===== src/rtl/axi_conv_engine_if.sv =====
// AXI4-Lite bus bundle for the convolution engine register file.
// The slave modport is used by the engine, the master modport by a host or bench.
interface axi_conv_engine_if #(
  parameter int C_S_AXI_DATA_WIDTH = 32,
  parameter int C_S_AXI_ADDR_WIDTH = 10
);
  logic [C_S_AXI_ADDR_WIDTH-1:0]     S_AXI_AWADDR;
  logic                              S_AXI_AWVALID;
  logic                              S_AXI_AWREADY;
  logic [C_S_AXI_DATA_WIDTH-1:0]     S_AXI_WDATA;
  logic [C_S_AXI_DATA_WIDTH/8-1:0]   S_AXI_WSTRB;
  logic                              S_AXI_WVALID;
  logic                              S_AXI_WREADY;
  logic [1:0]                        S_AXI_BRESP;
  logic                              S_AXI_BVALID;
  logic                              S_AXI_BREADY;
  logic [C_S_AXI_ADDR_WIDTH-1:0]     S_AXI_ARADDR;
  logic                              S_AXI_ARVALID;
  logic                              S_AXI_ARREADY;
  logic [C_S_AXI_DATA_WIDTH-1:0]     S_AXI_RDATA;
  logic [1:0]                        S_AXI_RRESP;
  logic                              S_AXI_RVALID;
  logic                              S_AXI_RREADY;

  modport slave (
    input  S_AXI_AWADDR, S_AXI_AWVALID, S_AXI_WDATA, S_AXI_WSTRB, S_AXI_WVALID,
           S_AXI_BREADY, S_AXI_ARADDR, S_AXI_ARVALID, S_AXI_RREADY,
    output S_AXI_AWREADY, S_AXI_WREADY, S_AXI_BRESP, S_AXI_BVALID,
           S_AXI_ARREADY, S_AXI_RDATA, S_AXI_RRESP, S_AXI_RVALID
  );

  modport master (
    output S_AXI_AWADDR, S_AXI_AWVALID, S_AXI_WDATA, S_AXI_WSTRB, S_AXI_WVALID,
           S_AXI_BREADY, S_AXI_ARADDR, S_AXI_ARVALID, S_AXI_RREADY,
    input  S_AXI_AWREADY, S_AXI_WREADY, S_AXI_BRESP, S_AXI_BVALID,
           S_AXI_ARREADY, S_AXI_RDATA, S_AXI_RRESP, S_AXI_RVALID
  );
endinterface


===== src/rtl/axi_conv_engine.sv =====
// AXI4-Lite 2D convolution engine: one KSIZE x KSIZE kernel MAC per cycle around world cell (I,J).
// Define CONV_WRAP_EN for toroidal world indexing; otherwise out-of-range neighbours are zero.
module axi_conv_engine #(
  parameter int C_S_AXI_DATA_WIDTH = 32,
  parameter int C_S_AXI_ADDR_WIDTH = 10,
  parameter int KSIZE = 3,
  parameter int WSIZE = 4
) (
  input  logic                S_AXI_ACLK,
  input  logic                S_AXI_ARESET,
  axi_conv_engine_if.slave    s_axi,
  output logic                irq
);
  localparam int KK   = KSIZE * KSIZE;
  localparam int WW   = WSIZE * WSIZE;
  localparam int HALF = KSIZE / 2;

  typedef enum logic [1:0] {IDLE, MAC, FINISH} state_t;
  state_t state_reg;

  logic        awready_reg, bvalid_reg, arready_reg, rvalid_reg;
  logic [31:0] rdata_reg;
  logic        irq_en_reg, start_reg, busy_reg, done_reg, err_reg;
  logic [31:0] i_reg, j_reg, result_reg, acc_reg;
  logic [2:0]  i_lat_reg, j_lat_reg, r_reg, c_reg;

  logic [KK-1:0][31:0] kernel_q;
  logic [WW-1:0][31:0] world_q;

  logic        wr_fire, rd_fire, wr_lock;
  logic [31:0] aw_word, ar_word, rd_mux;
  logic signed [31:0] row_s, col_s, w_idx;
  logic [31:0] k_idx, k_val, w_val, term;
  logic        in_range;

  function automatic logic [31:0] merge(input logic [31:0] old, input logic [31:0] d,
                                        input logic [3:0] s);
    merge = old;
    for (int b = 0; b < 4; b++)
      if (s[b]) merge[8*b +: 8] = d[8*b +: 8];
  endfunction

  assign wr_fire = awready_reg & s_axi.S_AXI_AWVALID & s_axi.S_AXI_WVALID;
  assign rd_fire = arready_reg & s_axi.S_AXI_ARVALID;
  // Operands are frozen from the start write until the result is posted.
  assign wr_lock = start_reg | busy_reg;
  assign aw_word = 32'(s_axi.S_AXI_AWADDR) >> 2;
  assign ar_word = 32'(s_axi.S_AXI_ARADDR) >> 2;

  assign s_axi.S_AXI_AWREADY = awready_reg;
  assign s_axi.S_AXI_WREADY  = awready_reg;
  assign s_axi.S_AXI_BVALID  = bvalid_reg;
  assign s_axi.S_AXI_BRESP   = 2'b00;
  assign s_axi.S_AXI_ARREADY = arready_reg;
  assign s_axi.S_AXI_RVALID  = rvalid_reg;
  assign s_axi.S_AXI_RDATA   = rdata_reg;
  assign s_axi.S_AXI_RRESP   = 2'b00;
  assign irq = done_reg & irq_en_reg;

  generate
    for (genvar gi = 0; gi < KK; gi++) begin : g_kernel
      logic [31:0] cell_reg;
      always_ff @(posedge S_AXI_ACLK or posedge S_AXI_ARESET) begin
        if (S_AXI_ARESET)
          cell_reg <= '0;
        else if (wr_fire && !wr_lock && aw_word == 32'h40 + 32'(gi))
          cell_reg <= merge(cell_reg, s_axi.S_AXI_WDATA, s_axi.S_AXI_WSTRB);
      end
      assign kernel_q[gi] = cell_reg;
    end
    for (genvar gi = 0; gi < WW; gi++) begin : g_world
      logic [31:0] cell_reg;
      always_ff @(posedge S_AXI_ACLK or posedge S_AXI_ARESET) begin
        if (S_AXI_ARESET)
          cell_reg <= '0;
        else if (wr_fire && !wr_lock && aw_word == 32'h80 + 32'(gi))
          cell_reg <= merge(cell_reg, s_axi.S_AXI_WDATA, s_axi.S_AXI_WSTRB);
      end
      assign world_q[gi] = cell_reg;
    end
  endgenerate

  always_comb begin
    rd_mux = '0;
    case (ar_word)
      32'h0: rd_mux = {29'd0, 1'b0, irq_en_reg, start_reg};
      32'h1: rd_mux = {29'd0, err_reg, done_reg, busy_reg};
      32'h2: rd_mux = i_reg;
      32'h3: rd_mux = j_reg;
      32'h4: rd_mux = result_reg;
      default: begin
        for (int n = 0; n < KK; n++)
          if (ar_word == 32'h40 + 32'(n)) rd_mux = kernel_q[n];
        for (int n = 0; n < WW; n++)
          if (ar_word == 32'h80 + 32'(n)) rd_mux = world_q[n];
      end
    endcase
  end

  // Neighbour of (I,J) for the current kernel tap, folded back or masked at the edges.
  always_comb begin
    row_s = $signed(32'(i_lat_reg)) + $signed(32'(r_reg)) - HALF;
    col_s = $signed(32'(j_lat_reg)) + $signed(32'(c_reg)) - HALF;
`ifdef CONV_WRAP_EN
    if (row_s < 0) row_s = row_s + WSIZE;
    else if (row_s >= WSIZE) row_s = row_s - WSIZE;
    if (col_s < 0) col_s = col_s + WSIZE;
    else if (col_s >= WSIZE) col_s = col_s - WSIZE;
    in_range = 1'b1;
`else
    in_range = (row_s >= 0) && (row_s < WSIZE) && (col_s >= 0) && (col_s < WSIZE);
`endif
    w_idx = row_s * WSIZE + col_s;
    k_idx = 32'(r_reg) * KSIZE + 32'(c_reg);
    w_val = '0;
    k_val = '0;
    if (in_range)
      for (int n = 0; n < WW; n++)
        if (w_idx == n) w_val = world_q[n];
    for (int n = 0; n < KK; n++)
      if (k_idx == 32'(n)) k_val = kernel_q[n];
    term = k_val * w_val;
  end

  always_ff @(posedge S_AXI_ACLK or posedge S_AXI_ARESET) begin
    if (S_AXI_ARESET) begin
      state_reg   <= IDLE;
      awready_reg <= 1'b0;
      bvalid_reg  <= 1'b0;
      arready_reg <= 1'b0;
      rvalid_reg  <= 1'b0;
      rdata_reg   <= '0;
      irq_en_reg  <= 1'b0;
      start_reg   <= 1'b0;
      busy_reg    <= 1'b0;
      done_reg    <= 1'b0;
      err_reg     <= 1'b0;
      i_reg       <= '0;
      j_reg       <= '0;
      result_reg  <= '0;
      acc_reg     <= '0;
      i_lat_reg   <= '0;
      j_lat_reg   <= '0;
      r_reg       <= '0;
      c_reg       <= '0;
    end else begin
      awready_reg <= !awready_reg && s_axi.S_AXI_AWVALID && s_axi.S_AXI_WVALID && !bvalid_reg;
      if (bvalid_reg && s_axi.S_AXI_BREADY) bvalid_reg <= 1'b0;
      else if (wr_fire) bvalid_reg <= 1'b1;

      arready_reg <= !arready_reg && s_axi.S_AXI_ARVALID && !rvalid_reg;
      if (rd_fire) begin
        rvalid_reg <= 1'b1;
        rdata_reg  <= rd_mux;
      end else if (rvalid_reg && s_axi.S_AXI_RREADY) begin
        rvalid_reg <= 1'b0;
      end

      start_reg <= 1'b0;
      if (wr_fire) begin
        case (aw_word)
          32'h0: if (s_axi.S_AXI_WSTRB[0]) begin
            irq_en_reg <= s_axi.S_AXI_WDATA[1];
            if (s_axi.S_AXI_WDATA[2]) done_reg <= 1'b0;
            if (s_axi.S_AXI_WDATA[0] && !wr_lock) start_reg <= 1'b1;
          end
          32'h2: if (!wr_lock) i_reg <= merge(i_reg, s_axi.S_AXI_WDATA, s_axi.S_AXI_WSTRB);
          32'h3: if (!wr_lock) j_reg <= merge(j_reg, s_axi.S_AXI_WDATA, s_axi.S_AXI_WSTRB);
          default: ;
        endcase
      end

      case (state_reg)
        IDLE: if (start_reg) begin
          if (i_reg < WSIZE && j_reg < WSIZE) begin
            i_lat_reg <= i_reg[2:0];
            j_lat_reg <= j_reg[2:0];
            acc_reg   <= '0;
            r_reg     <= '0;
            c_reg     <= '0;
            busy_reg  <= 1'b1;
            done_reg  <= 1'b0;
            err_reg   <= 1'b0;
            state_reg <= MAC;
          end else begin
            err_reg  <= 1'b1;
            done_reg <= 1'b1;
          end
        end
        MAC: begin
          acc_reg <= acc_reg + term;
          if (c_reg == 3'(KSIZE - 1)) begin
            c_reg <= '0;
            r_reg <= r_reg + 3'd1;
            if (r_reg == 3'(KSIZE - 1)) state_reg <= FINISH;
          end else begin
            c_reg <= c_reg + 3'd1;
          end
        end
        FINISH: begin
          result_reg <= acc_reg;
          busy_reg   <= 1'b0;
          done_reg   <= 1'b1;
          state_reg  <= IDLE;
        end
        default: state_reg <= IDLE;
      endcase
    end
  end
endmodule


===== src/flat_wrapper.sv =====
// flat-port wrapper written by rule: the top's interface ports become plain ports
module axi_conv_engine_flat 
#(
  parameter int C_S_AXI_DATA_WIDTH = 32,
  parameter int C_S_AXI_ADDR_WIDTH = 10,
  parameter int KSIZE = 3,
  parameter int WSIZE = 4
)
  (S_AXI_ACLK, S_AXI_ARESET, irq, s_axi_S_AXI_AWADDR, s_axi_S_AXI_AWVALID, s_axi_S_AXI_WDATA, s_axi_S_AXI_WSTRB, s_axi_S_AXI_WVALID, s_axi_S_AXI_BREADY, s_axi_S_AXI_ARADDR, s_axi_S_AXI_ARVALID, s_axi_S_AXI_RREADY, s_axi_S_AXI_AWREADY, s_axi_S_AXI_WREADY, s_axi_S_AXI_BRESP, s_axi_S_AXI_BVALID, s_axi_S_AXI_ARREADY, s_axi_S_AXI_RDATA, s_axi_S_AXI_RRESP, s_axi_S_AXI_RVALID);
  axi_conv_engine_if #(.C_S_AXI_DATA_WIDTH(C_S_AXI_DATA_WIDTH), .C_S_AXI_ADDR_WIDTH(C_S_AXI_ADDR_WIDTH)) s_axi_i ();
  input  logic S_AXI_ACLK;
  input  logic S_AXI_ARESET;
  output logic irq;
  input wire logic [$bits(s_axi_i.S_AXI_AWADDR)-1:0] s_axi_S_AXI_AWADDR;
  input wire logic [$bits(s_axi_i.S_AXI_AWVALID)-1:0] s_axi_S_AXI_AWVALID;
  input wire logic [$bits(s_axi_i.S_AXI_WDATA)-1:0] s_axi_S_AXI_WDATA;
  input wire logic [$bits(s_axi_i.S_AXI_WSTRB)-1:0] s_axi_S_AXI_WSTRB;
  input wire logic [$bits(s_axi_i.S_AXI_WVALID)-1:0] s_axi_S_AXI_WVALID;
  input wire logic [$bits(s_axi_i.S_AXI_BREADY)-1:0] s_axi_S_AXI_BREADY;
  input wire logic [$bits(s_axi_i.S_AXI_ARADDR)-1:0] s_axi_S_AXI_ARADDR;
  input wire logic [$bits(s_axi_i.S_AXI_ARVALID)-1:0] s_axi_S_AXI_ARVALID;
  input wire logic [$bits(s_axi_i.S_AXI_RREADY)-1:0] s_axi_S_AXI_RREADY;
  output wire logic [$bits(s_axi_i.S_AXI_AWREADY)-1:0] s_axi_S_AXI_AWREADY;
  output wire logic [$bits(s_axi_i.S_AXI_WREADY)-1:0] s_axi_S_AXI_WREADY;
  output wire logic [$bits(s_axi_i.S_AXI_BRESP)-1:0] s_axi_S_AXI_BRESP;
  output wire logic [$bits(s_axi_i.S_AXI_BVALID)-1:0] s_axi_S_AXI_BVALID;
  output wire logic [$bits(s_axi_i.S_AXI_ARREADY)-1:0] s_axi_S_AXI_ARREADY;
  output wire logic [$bits(s_axi_i.S_AXI_RDATA)-1:0] s_axi_S_AXI_RDATA;
  output wire logic [$bits(s_axi_i.S_AXI_RRESP)-1:0] s_axi_S_AXI_RRESP;
  output wire logic [$bits(s_axi_i.S_AXI_RVALID)-1:0] s_axi_S_AXI_RVALID;
  assign s_axi_i.S_AXI_AWADDR = s_axi_S_AXI_AWADDR;
  assign s_axi_i.S_AXI_AWVALID = s_axi_S_AXI_AWVALID;
  assign s_axi_i.S_AXI_WDATA = s_axi_S_AXI_WDATA;
  assign s_axi_i.S_AXI_WSTRB = s_axi_S_AXI_WSTRB;
  assign s_axi_i.S_AXI_WVALID = s_axi_S_AXI_WVALID;
  assign s_axi_i.S_AXI_BREADY = s_axi_S_AXI_BREADY;
  assign s_axi_i.S_AXI_ARADDR = s_axi_S_AXI_ARADDR;
  assign s_axi_i.S_AXI_ARVALID = s_axi_S_AXI_ARVALID;
  assign s_axi_i.S_AXI_RREADY = s_axi_S_AXI_RREADY;
  assign s_axi_S_AXI_AWREADY = s_axi_i.S_AXI_AWREADY;
  assign s_axi_S_AXI_WREADY = s_axi_i.S_AXI_WREADY;
  assign s_axi_S_AXI_BRESP = s_axi_i.S_AXI_BRESP;
  assign s_axi_S_AXI_BVALID = s_axi_i.S_AXI_BVALID;
  assign s_axi_S_AXI_ARREADY = s_axi_i.S_AXI_ARREADY;
  assign s_axi_S_AXI_RDATA = s_axi_i.S_AXI_RDATA;
  assign s_axi_S_AXI_RRESP = s_axi_i.S_AXI_RRESP;
  assign s_axi_S_AXI_RVALID = s_axi_i.S_AXI_RVALID;
  axi_conv_engine #(.C_S_AXI_DATA_WIDTH(C_S_AXI_DATA_WIDTH), .C_S_AXI_ADDR_WIDTH(C_S_AXI_ADDR_WIDTH), .KSIZE(KSIZE), .WSIZE(WSIZE)) u_core (.S_AXI_ACLK(S_AXI_ACLK), .S_AXI_ARESET(S_AXI_ARESET), .s_axi(s_axi_i), .irq(irq));
endmodule

===== config.mk =====
export PLATFORM = sky130hd
export DESIGN_NAME = axi_conv_engine_flat
export DESIGN_NICKNAME = d
export VERILOG_FILES = /design/src/rtl/axi_conv_engine_if.sv /design/src/rtl/axi_conv_engine.sv /design/src/flat_wrapper.sv
export SDC_FILE = /design/constraint.sdc
export NUM_CORES = 2
export LEC_CHECK = 0
export ABC_AREA = 0
export CORE_UTILIZATION = 40
export DETAILED_ROUTE_END_ITERATION = 12
export PLACE_DENSITY = 0.66
export SKIP_LAST_GASP = 1
export SYNTH_ARGS = -nofsm -noshare
export SYNTH_HDL_FRONTEND = slang
export SYNTH_SLANG_ARGS = --single-unit

===== constraint.sdc =====
create_clock -name S_AXI_ACLK -period 47.2 [get_ports S_AXI_ACLK]
set_input_delay 4.72 -clock S_AXI_ACLK [delete_from_list [all_inputs] [get_ports S_AXI_ACLK]]
set_output_delay 4.72 -clock S_AXI_ACLK [all_outputs]
set_load 0.005 [all_outputs]

==> results.toml <==
[outcome]
status = "finished, violations left"
failed_checks = "max-capacitance violations, max-slew violations"

[yosys]
synth_seq_cells = 983
yosys.area_share.simple_pct = 10.80
synth_ff_type = "dfrtp_1"
synth-compound-area-share_pct = 12.06
synthMuxAreaShare_pct = 17.02
ys_types = 91
synth-adder-area-share_pct = 16.10
synth_warnings = 0
async_flop_share_pct = 100.0
synth_xor_area_share_pct = 1.313
avgSynthCellArea_sq_um = 10.71
synth_edf_count = 0
synth_area_sq_mm = 0.06640
yosysSeqAreaShare_pct = 37.05
synth_top_family_by_area = "multiplexers"
syn_inst = 6199

[placement]
gp_congestion = 1.043
place_area_sq_mm = 0.07025
io_buffer_count = 96
hpwl_um = 199600
dp_worst_setup_slack_ns = 31.34

[worst_hold_path]
whs_path_depth = 1
holdCritStartpoint = "u_core.s_axi.S_AXI_RVALID"
holdPathEnd = "u_core.s_axi.S_AXI_ARREADY"
hold_class = "reg2reg"

[grt]
grtUsageTotal_pct = 33.53
grt_overflow = 0
grt_pass1_vias = 55220
grt_use_met2_pct = 48.41
grt_max_degree = 166
top_usage_layer = "met2"
grt_use_met3_pct = 12.74
grt_pass1_wl_um = 404900
antenna_found_initial = 28
gr-usage-met1_pct = 41.52

[critical_path]
critical_path_class = "reg2reg"
rrSetupSlack_ns = 30.86
cp.arrival_ns = 16.96
r2r_end = "u_core.acc_reg[31]"
critPathLaunchType = "flop"
reg2reg_depth = 43
path_max_fanout = 29
crit_slowest_cell = "fa_1"
cp_data_required_time_ns = 47.81
worst_path_most_repeated_cell = "fa_1"
reg2reg_from = "u_core.c_reg[0]"
cp_slowest_stage_delay_ns = 1.25
endpoint_kind = "flop"

[cells_and_area]
fin_area_sq_mm = 0.07403
nets = 6828
area_delta_synth_final_pct = 11.50
largest_reg_flops = 512
drive_gt1_share_pct = 22.79
fin_util_pct = 44.92
layout_commonest_cell = "dfrtp_1"
final_cell_mix = "983 x dfrtp_1, 881 x mux2_2, 566 x inv_1"

[clock_tree]
cts_resized = 0
cts_setup_buffers = 0
clockBufferDepth = 3
insertion_delay_ns = 0.76
htree_levels = 3
clk_pin_slew_ns = 0.06
cts_sinks = 983
hold_buffers = 0
numCtsBuffers = 103
cts_tree = "done"
clockRootBuffer = "clkbuf_16"

[die]
die_w_um = 409.4
rows = 149
initial_core_util_pct = 40.29
die-area_sq_mm = 0.1676
core_area_sq_mm = 0.1648
io_pins = 105
die_y_um = 409.4

[timing]
maxSlewHeadroom_pct = -0.7191
hold_viol = 0
rsz0062_at_grt = "no"
max_freq_mhz = 61.19
period_share_pct = 34.63
finalSetupTns_ns = 0
drv_slew = 1
fin_crit_ns = 16.34
worstMarginPinSlew_ns = 1.497
finalSetupViolations = 0
worst_slack_ns = 30.86
worst_clock_skew_ns = 0.03261

[routing]
via_per_inst = 6.572
firstDrtPassIters = 10
wl_um = 284000
wl_per_cell_um = 33.54
drtAntennaViolNets = 0
vias = 55660
drc = 0
drtIter0Drc = 9428

[power_and_ir_drop]
irDropWorstVdd_v = 0.00002912
p_per_area_mw_per_mm2 = 25.64
p_leak_nw = 34.57

[flow_run]
drv_cap = 1
## Yosys cell counts, types with 50 or more instances
cell type,count,area [sq um]
a21oi_1,163,815.8
a221oi_1,107,937.2
a222oi_1,87,870.8
a22o_1,80,700.7
a22oi_1,193,1449
buf_1,66,247.7
clkbuf_1,297,1115
dfrtp_1,983,24600
fa_1,444,8889
ha_1,144,1802
inv_1,567,2128
mux2_2,881,9921
mux2i_1,50,500.5
nand2_1,461,1730
nand2b_1,86,538.0
nand3_1,97,485.5
nand4_1,75,469.2
nor2_1,468,1757
nor3_1,53,265.3
o21ai_0,171,855.8
## worst max-delay path by stage
stage                     slack, ns       startpoint                 end
after floorplan               14.83     S_AXI_ARESET   u_core.acc_reg[0]
after global placement        31.41  u_core.c_reg[0]  u_core.acc_reg[31]
after detailed placement      31.34  u_core.c_reg[0]  u_core.acc_reg[31]
after CTS                     31.29  u_core.c_reg[0]  u_core.acc_reg[31]
after global routing          30.40  u_core.c_reg[0]  u_core.acc_reg[29]
final                         30.86  u_core.c_reg[0]  u_core.acc_reg[31]
## layout make-up
cell class / count / area [sq um]
Fill cell: 15360 / 90770
Multi-Input combinational cell: 4244 / 38450
Sequential cell: 983 / 24600
Clock buffer: 133 / 2895
Tap cell: 2189 / 2739
Timing Repair Buffer: 277 / 2337
Inverter: 568 / 2140
Clock inverter: 62 / 844.6
Antenna cell: 13 / 32.53
## power by group
part | switching (mW) | internal [mW] | leakage (nW)
clock | 0.380 | 0.538 | 1.82
combinational | 0.0774 | 0.0366 | 19.1
sequential | 0.0139 | 0.853 | 13.7
## metal layers
metal / up-vias / routed length [um]
met2: 4143 / 118600
met3: 1248 / 39270
met4: 36 / 23540
met5: - / 272
li1: 21910 / -
met1: 28330 / 102400
## kinds of logic after synthesis
| family | Yosys count |
|---|---|
| AND/OR/NAND/NOR | 1506 |
| AO/OA/AOI/OAI | 1098 |
| flip-flops | 983 |
| buffers and inverters | 975 |
| multiplexers | 970 |
| adder cells (fa/ha/maj) | 588 |
| XOR/XNOR | 78 |
| other | 1 |
## through the flow
step	hold WS, ns	instances	power, mW
after floorplan	0.4498	6202	0.9319
after global placement	0.4473	8260	0.9912
after detailed placement	0.4582	8260	0.9921
after CTS	0.4642	8455	1.895
after global routing	0.4675	8458	1.936
final	0.4618	8469	1.898
## worst max-delay path: cells and delay by family, from the launching register on
family	cells	cell delay (ns)
buffers and inverters	8	1.38
and+or+nand+nor	6	3.28
adders and majority gates	11	5.79
AOI/OAI and AO/OA	8	2.50
DFF	1	0.59
xor gates and xnor gates	10	2.56
Note: power is estimated with default switching activity, not from simulation.
